`config.mk`:
```
export PLATFORM = sky130hd
export DESIGN_NAME = gst_dma_sound
export DESIGN_NICKNAME = d
export VERILOG_FILES = /design/src/rtl/gst_dma_sound.sv
export SDC_FILE = /design/constraint.sdc
export NUM_CORES = 1
export LEC_CHECK = 0
export ABC_CLOCK_PERIOD_IN_PS = 7580
export CAP_MARGIN = 15
export CORE_MARGIN = 8
export CORE_UTILIZATION = 49
export DETAILED_ROUTE_END_ITERATION = 16
export DONT_BUFFER_PORTS = 1
export SLEW_MARGIN = 20
export SYNTH_ARGS = -nofsm -noshare
export SYNTH_HDL_FRONTEND = slang
export SYNTH_SLANG_ARGS = --single-unit
export TNS_END_PERCENT = 5
```
`constraint.sdc`:
```
create_clock -name i_clk32 -period 7.58 [get_ports i_clk32]
set_input_delay 1.516 -clock i_clk32 [delete_from_list [all_inputs] [get_ports i_clk32]]
set_output_delay 1.516 -clock i_clk32 [all_outputs]
set_load 0.005 [all_outputs]
```
`src/rtl/gst_dma_sound.sv`:
```
// DMA sound playback engine: SLOAD_N-fed sample FIFO, rate timebase and
// offset-binary stereo/mono output stage with sticky underrun/overflow flags.
module gst_dma_sound #(
  parameter int unsigned FIFO_ADDR_BITS = 3,
  parameter int unsigned CLK_DIV        = 640,
  parameter int unsigned SAMPLE_BITS    = 8
) (
  input  logic                      i_clk32,
  input  logic                      i_resb,
  input  logic [15:0]               i_mdin,
  input  logic                      i_sload_n,
  output logic                      o_sreq,
  input  logic                      i_cfg_enable,
  input  logic [1:0]                i_cfg_rate,
  input  logic                      i_cfg_mono,
  input  logic                      i_cfg_fmt16,
  input  logic                      i_clr_flags,
  output logic [SAMPLE_BITS-1:0]    o_audio_left,
  output logic [SAMPLE_BITS-1:0]    o_audio_right,
  output logic                      o_sample_stb,
  output logic [FIFO_ADDR_BITS:0]   o_fifo_level,
  output logic                      o_underrun,
  output logic                      o_overflow
);

  localparam int unsigned DEPTH = 2 ** FIFO_ADDR_BITS;
  localparam int unsigned AW    = FIFO_ADDR_BITS;
  localparam int unsigned LW    = FIFO_ADDR_BITS + 1;
  localparam int unsigned CW    = (CLK_DIV > 1) ? $clog2(CLK_DIV) : 1;
  localparam logic [SAMPLE_BITS-1:0] MID = {1'b1, {(SAMPLE_BITS-1){1'b0}}};

  logic [CW-1:0]          r_base_cnt;
  logic [2:0]             r_rate_cnt;
  logic                   r_sload_q, r_load;
  logic [15:0]            r_mdin;
  logic [15:0]            r_mem [DEPTH];
  logic [AW-1:0]          r_wr_ptr, r_rd_ptr;
  logic [LW-1:0]          r_level;
  logic                   r_phase, r_mono_q, r_fmt_q;
  logic [SAMPLE_BITS-1:0] r_left, r_right;
  logic                   r_stb, r_sreq, r_underrun, r_overflow;

  logic                   w_base_tick, w_rate_ok, w_tick;
  logic                   w_wr, w_ovf, w_need2, w_avail, w_consume, w_urun, w_mode_chg;
  logic [1:0]             w_pop;
  logic [15:0]            w_head, w_next, w_l16, w_r16;
  logic [AW-1:0]          w_rd_nxt;

  // Top SAMPLE_BITS of a signed 16-bit value, converted to offset binary
  function automatic logic [SAMPLE_BITS-1:0] to_out(input logic [15:0] s);
    logic [SAMPLE_BITS-1:0] t;
    t = s[15 -: SAMPLE_BITS];
    t[SAMPLE_BITS-1] = ~t[SAMPLE_BITS-1];
    return t;
  endfunction

  // Timebase: base tick every CLK_DIV cycles, thinned by the rate counter
  always_ff @(posedge i_clk32 or negedge i_resb) begin
    if (!i_resb) begin
      r_base_cnt <= '0;
      r_rate_cnt <= '0;
    end else if (!i_cfg_enable) begin
      r_base_cnt <= '0;
      r_rate_cnt <= '0;
    end else begin
      r_base_cnt <= (r_base_cnt == CW'(CLK_DIV - 1)) ? '0 : r_base_cnt + CW'(1);
      if (w_base_tick) r_rate_cnt <= r_rate_cnt + 3'd1;
    end
  end

  always_comb begin
    w_base_tick = i_cfg_enable & (r_base_cnt == '0);
    w_rate_ok   = 1'b0;
    case (i_cfg_rate)
      2'b11:   w_rate_ok = 1'b1;
      2'b10:   w_rate_ok = ~r_rate_cnt[0];
      2'b01:   w_rate_ok = (r_rate_cnt[1:0] == 2'b00);
      default: w_rate_ok = (r_rate_cnt == 3'b000);
    endcase
    w_tick = w_base_tick & w_rate_ok;
  end

  assign w_rd_nxt = r_rd_ptr + AW'(1);
  assign w_head   = r_mem[r_rd_ptr];
  assign w_next   = r_mem[w_rd_nxt];
  assign w_wr     = r_load & i_cfg_enable & (r_level < LW'(DEPTH));
  assign w_ovf    = r_load & i_cfg_enable & (r_level == LW'(DEPTH));
  assign w_mode_chg = (i_cfg_mono != r_mono_q) | (i_cfg_fmt16 != r_fmt_q);

  // Format decode: words needed, words popped and the two 16-bit sources
  always_comb begin
    w_need2   = i_cfg_fmt16 & ~i_cfg_mono;
    w_avail   = w_need2 ? (r_level >= LW'(2)) : (r_level != '0);
    w_consume = w_tick & w_avail;
    w_urun    = w_tick & ~w_avail;
    w_pop     = 2'd0;
    w_l16     = w_head;
    w_r16     = w_head;
    case ({i_cfg_fmt16, i_cfg_mono})
      2'b00: begin
        w_pop = 2'd1;
        w_l16 = {w_head[15:8], 8'h00};
        w_r16 = {w_head[7:0], 8'h00};
      end
      2'b01: begin
        w_pop = r_phase ? 2'd1 : 2'd0;
        w_l16 = r_phase ? {w_head[7:0], 8'h00} : {w_head[15:8], 8'h00};
        w_r16 = w_l16;
      end
      2'b10: begin
        w_pop = 2'd2;
        w_r16 = w_next;
      end
      default: w_pop = 2'd1;
    endcase
    if (!w_consume) w_pop = 2'd0;
  end

  // Falling-edge detect of SLOAD_N, data captured alongside
  always_ff @(posedge i_clk32 or negedge i_resb) begin
    if (!i_resb) begin
      r_sload_q <= 1'b1;
      r_load    <= 1'b0;
      r_mdin    <= '0;
    end else begin
      r_sload_q <= i_sload_n;
      r_load    <= i_cfg_enable & r_sload_q & ~i_sload_n;
      r_mdin    <= i_mdin;
    end
  end

  always_ff @(posedge i_clk32) begin
    if (w_wr) r_mem[r_wr_ptr] <= r_mdin;
  end

  // FIFO bookkeeping, output stage and request generation
  always_ff @(posedge i_clk32 or negedge i_resb) begin
    if (!i_resb) begin
      r_wr_ptr <= '0;
      r_rd_ptr <= '0;
      r_level  <= '0;
      r_phase  <= 1'b0;
      r_mono_q <= 1'b0;
      r_fmt_q  <= 1'b0;
      r_left   <= MID;
      r_right  <= MID;
      r_stb    <= 1'b0;
      r_sreq   <= 1'b0;
    end else begin
      r_mono_q <= i_cfg_mono;
      r_fmt_q  <= i_cfg_fmt16;
      if (!i_cfg_enable) begin
        r_wr_ptr <= '0;
        r_rd_ptr <= '0;
        r_level  <= '0;
        r_phase  <= 1'b0;
        r_left   <= MID;
        r_right  <= MID;
        r_stb    <= 1'b0;
        r_sreq   <= 1'b0;
      end else begin
        if (w_wr) r_wr_ptr <= r_wr_ptr + AW'(1);
        r_rd_ptr <= r_rd_ptr + AW'(w_pop);
        r_level  <= r_level + LW'(w_wr) - LW'(w_pop);
        r_stb    <= w_tick;
        r_sreq   <= (r_level <= LW'(DEPTH - 2));
        if (w_consume) begin
          r_left  <= to_out(w_l16);
          r_right <= to_out(w_r16);
        end
        if (w_mode_chg)
          r_phase <= 1'b0;
        else if (w_consume & i_cfg_mono & ~i_cfg_fmt16)
          r_phase <= ~r_phase;
      end
    end
  end

  // Sticky flags; a same-cycle set wins over clear
  always_ff @(posedge i_clk32 or negedge i_resb) begin
    if (!i_resb) begin
      r_underrun <= 1'b0;
      r_overflow <= 1'b0;
    end else begin
      r_underrun <= w_urun | (r_underrun & ~i_clr_flags);
      r_overflow <= w_ovf  | (r_overflow & ~i_clr_flags);
    end
  end

  assign o_sreq        = r_sreq;
  assign o_audio_left  = r_left;
  assign o_audio_right = r_right;
  assign o_sample_stb  = r_stb;
  assign o_fifo_level  = r_level;
  assign o_underrun    = r_underrun;
  assign o_overflow    = r_overflow;

endmodule

```
==> impl_metrics.tcl <==
set metrics [dict create \
    portBuffers 0 \
    fin_nets 611 \
    finalCritPeriodShare 0.452 \
    cts_repair_resize_count 0 \
    required_ns 7.88 \
    num_rows 47 \
    worstPathCellList "mux2i_1 -> o211ai_1 -> or3_1 -> or2_2 -> ha_1 -> ha_1 -> a21o_1 -> a21oi_1 -> xnor2_1 -> nor2_1" \
    cts_tree "yes" \
    dp.cells 772 \
    ctsHoldBuffers 0 \
    maxSlewViolCount 0 \
    slowest_stage "or3_1" \
    synth_area_sq_mm 0.00834 \
    numCtsBuffers 17 \
    worstHoldPathCells 2 \
    yosys_warnings 0 \
    wirelength_um 18600 \
    remaining_drc_errors 0 \
    grt_max_degree 65 \
    area_delta_synth_final_pct 10.4 \
    place_congestion 0.788 \
    design_area_sq_mm 0.00921 \
    path_common_cell "ha_1" \
    final_common_cell "edfxtp_1" \
    dp_slack_ns 3.73 \
    hold_path.class "reg2reg" \
    placed_cell_area_sq_mm 0.00862 \
    leakagePower_nw 3.22 \
    overflow 0 \
    grt_pass1_vias 4987 \
    power_frac_comb 0.108 \
    arrival_ns 3.73 \
    netlist_top_cells_area "edfxtp_1, dfrtp_1, mux2i_1" \
    synth_top_area_share 0.461 \
    end_kind "flip-flop" \
    multi_input_comb_area_sq_mm 0.00277 \
    worst_slack_ns 4.16 \
    crit_type "in2reg" \
    r2r_slack_ns 4.48 \
    yosysSeqAreaShare 0.653 \
    worstRegToRegCells 12 \
    yosysTopAreaCell "edfxtp_1" \
    worstPathMaxFanout 3 \
    clock-sinks 192 \
    irDropWorstVdd_mv 0.161 \
    cp_top_family "simple AND/OR/NAND/NOR gates" \
    first_iter_violations 290 \
    ys_types 41 \
    drtPass1Iterations 6 \
    min_from "o_audio_right[7]" \
    finalNonFillerCells 804 \
    clkSlewWorstSetupHoldPaths_ns 0.07 \
    syn_area_per_cell_sq_um 14.6 \
    fin_util 0.553 \
    status "finished clean" \
    clock.fmax_mhz 292 \
    drtAntennaViolNets 0 \
    antennaDiodeCount 0 \
    r2r_start "r_base_cnt[0]" \
    drv_cap 0 \
    worst-path-buf-inv 0 \
    power_density_mw_per_mm2 254 \
    syn-num-nets 610 \
    skew_ns 0.00848 \
    htreeDepth 4 \
    syn-instance-count 570 \
    period_needed_ns 3.42 \
    die_height_um 146 \
    rsz0062_at_grt "no" \
    seqCellArea_sq_mm 0.00545 \
    cts_setup_buffers 0 \
    hold_viol 0 \
    seq_power_share 0.518 \
    intPower_mw 1.72 \
    dieArea_sq_mm 0.0215 \
    synth_seq_cells 192 \
    nFillCells 1359 \
    start_util 0.501 \
    die_w_um 146 \
    hpwl_um 11700 \
    clock_latency_ns 0.43 \
    ios 49 \
    fin_total_pwr_mw 2.34 \
    mostFrequentLayoutCells "edfxtp_1, mux2i_1, dfrtp_1, a22oi_1, nand2_1" \
    antenna_found_initial 0 \
    coreArea_sq_mm 0.0166 \
    fin_tns_setup_ns 0 \
    worst_pin_slew_ns 1.07 \
    layout-drive-gt1-share 0.142 \
    clkPwrFrac 0.374 \
    grt_first_pass_wirelength_um 29000 \
    whs_ns 0.486 \
    switchingPower_mw 0.620 \
    slowest_delay_ns 0.40 \
    startpoint_type "input pin" \
    swShare 0.265 \
    vias_per_cell 5.99 \
    clockBufferDepth 2 \
    reg2reg_to "o_fifo_level[3]" \
    grt_use_total 0.177 \
    wl_per_cell_um 23.1 \
    maxSlewHeadroom 0.285 \
    finalSetupViolCount 0 \
    holdPathEnd "o_audio_right[7]" \
    cts_root_buf "clkbuf_16" \
    num_vias 4815 \
]
-- cell type report --
class	instances	area share
Inverter	12	0.00489
Multi-Input combinational cell	338	0.301
Sequential cell	192	0.592
Clock buffer	17	0.0462
Clock inverter	15	0.0179
Timing Repair Buffer	10	0.00815
Tap cell	220	0.0299
-- logic make-up (layout without fill, tap and decap cells) --
logic type | after synthesis | count (layout) | synth area share
adder cells (fa/ha/maj) | 15 | 15 | 0.0243
buffers and inverters | 40 | 54 | 0.0197
multiplexers | 91 | 91 | 0.134
XOR/XNOR | 18 | 18 | 0.0189
AND/OR/NAND/NOR | 122 | 122 | 0.0725
flip-flops | 192 | 192 | 0.653
AO/OA/AOI/OAI | 92 | 92 | 0.0770
-- flip-flops by register name, indices dropped and copies added (netlist names) --
signal,flops
r_sload_q,1
r_mem,128
o_underrun,1
r_base_cnt,10
r_load,1
o_audio_right,8
r_rd_ptr,3
o_sample_stb,1
r_phase,1
r_rate_cnt,3
o_audio_left,8
r_mono_q,1
r_fmt_q,1
o_overflow,1
r_wr_ptr,3
o_sreq,1
o_fifo_level,4
r_mdin,16
-- routing by layer --
layer  routed length [um]  track usage
met4                  163       0.0453
met5                    0            0
met1                 8450        0.235
met3                 1030       0.0454
met2                 8940        0.284
-- Yosys cell counts --
master    number
nor4b_4        1
nand3_1       25
a32o_1         7
a22o_1         2
ha_1          13
nor2b_1        3
a21oi_1       19
dfstp_2        3
nand4_1        3
a32oi_1        1
nand3_2        1
o21ai_0        3
nor3_1        10
or2_2          1
o21ai_1        6
o211ai_1      11
nor4_1         3
a22oi_1       33
fa_1           2
dfrtp_1       61
buf_2         11
mux2i_1       67
edfxtp_1     128
o22ai_1        1
or4_1          1
clkbuf_1      17
xnor2_1        8
nand2_1       29
and2_1         5
or3_1          2
clkinv_1       2
o21a_1         7
xor2_1        10
a211o_1        1
inv_1         10
mux4_2        16
mux2_2         8
and3_1         5
nand2b_1       7
a21o_1         1
nor2_1        26
-- worst reg2reg max path, stage by stage (launching register included) --
cell and delay [ns]:
dfrtp_1 0.46, inv_1 0.09, ha_1 0.15, nor4b_4 0.27
o211ai_1 0.13, or3_1 0.40, or2_2 0.32, ha_1 0.33
ha_1 0.31, a21o_1 0.15, a21oi_1 0.17, xnor2_1 0.14
nor2_1 0.05
-- how the worst max path moves through the flow --
stage | slack, ns | end | cells past startpoint | startpoint
after floorplan | 3.60 | r_mem[0][0] | 3 | i_cfg_enable
after global placement | 3.79 | o_fifo_level[3] | 10 | i_cfg_rate[1]
after detailed placement | 3.73 | o_fifo_level[3] | 10 | i_cfg_rate[1]
after CTS | 4.17 | o_fifo_level[3] | 10 | i_cfg_rate[1]
after global routing | 4.03 | o_fifo_level[3] | 10 | i_cfg_rate[1]
final | 4.16 | o_fifo_level[3] | 10 | i_cfg_rate[1]
-- power groups by stage --
stage	sequential (mW)	combinational, mW	clock, mW
5_1_grt	1.22	0.278	0.932
6_report	1.21	0.252	0.875
4_1_cts	1.22	0.253	0.892
3_5_place_dp	1.24	0.251	0
3_3_place_gp	1.24	0.244	0
2_1_floorplan	1.21	0.208	0
Note: power is estimated with default switching activity, not from simulation.
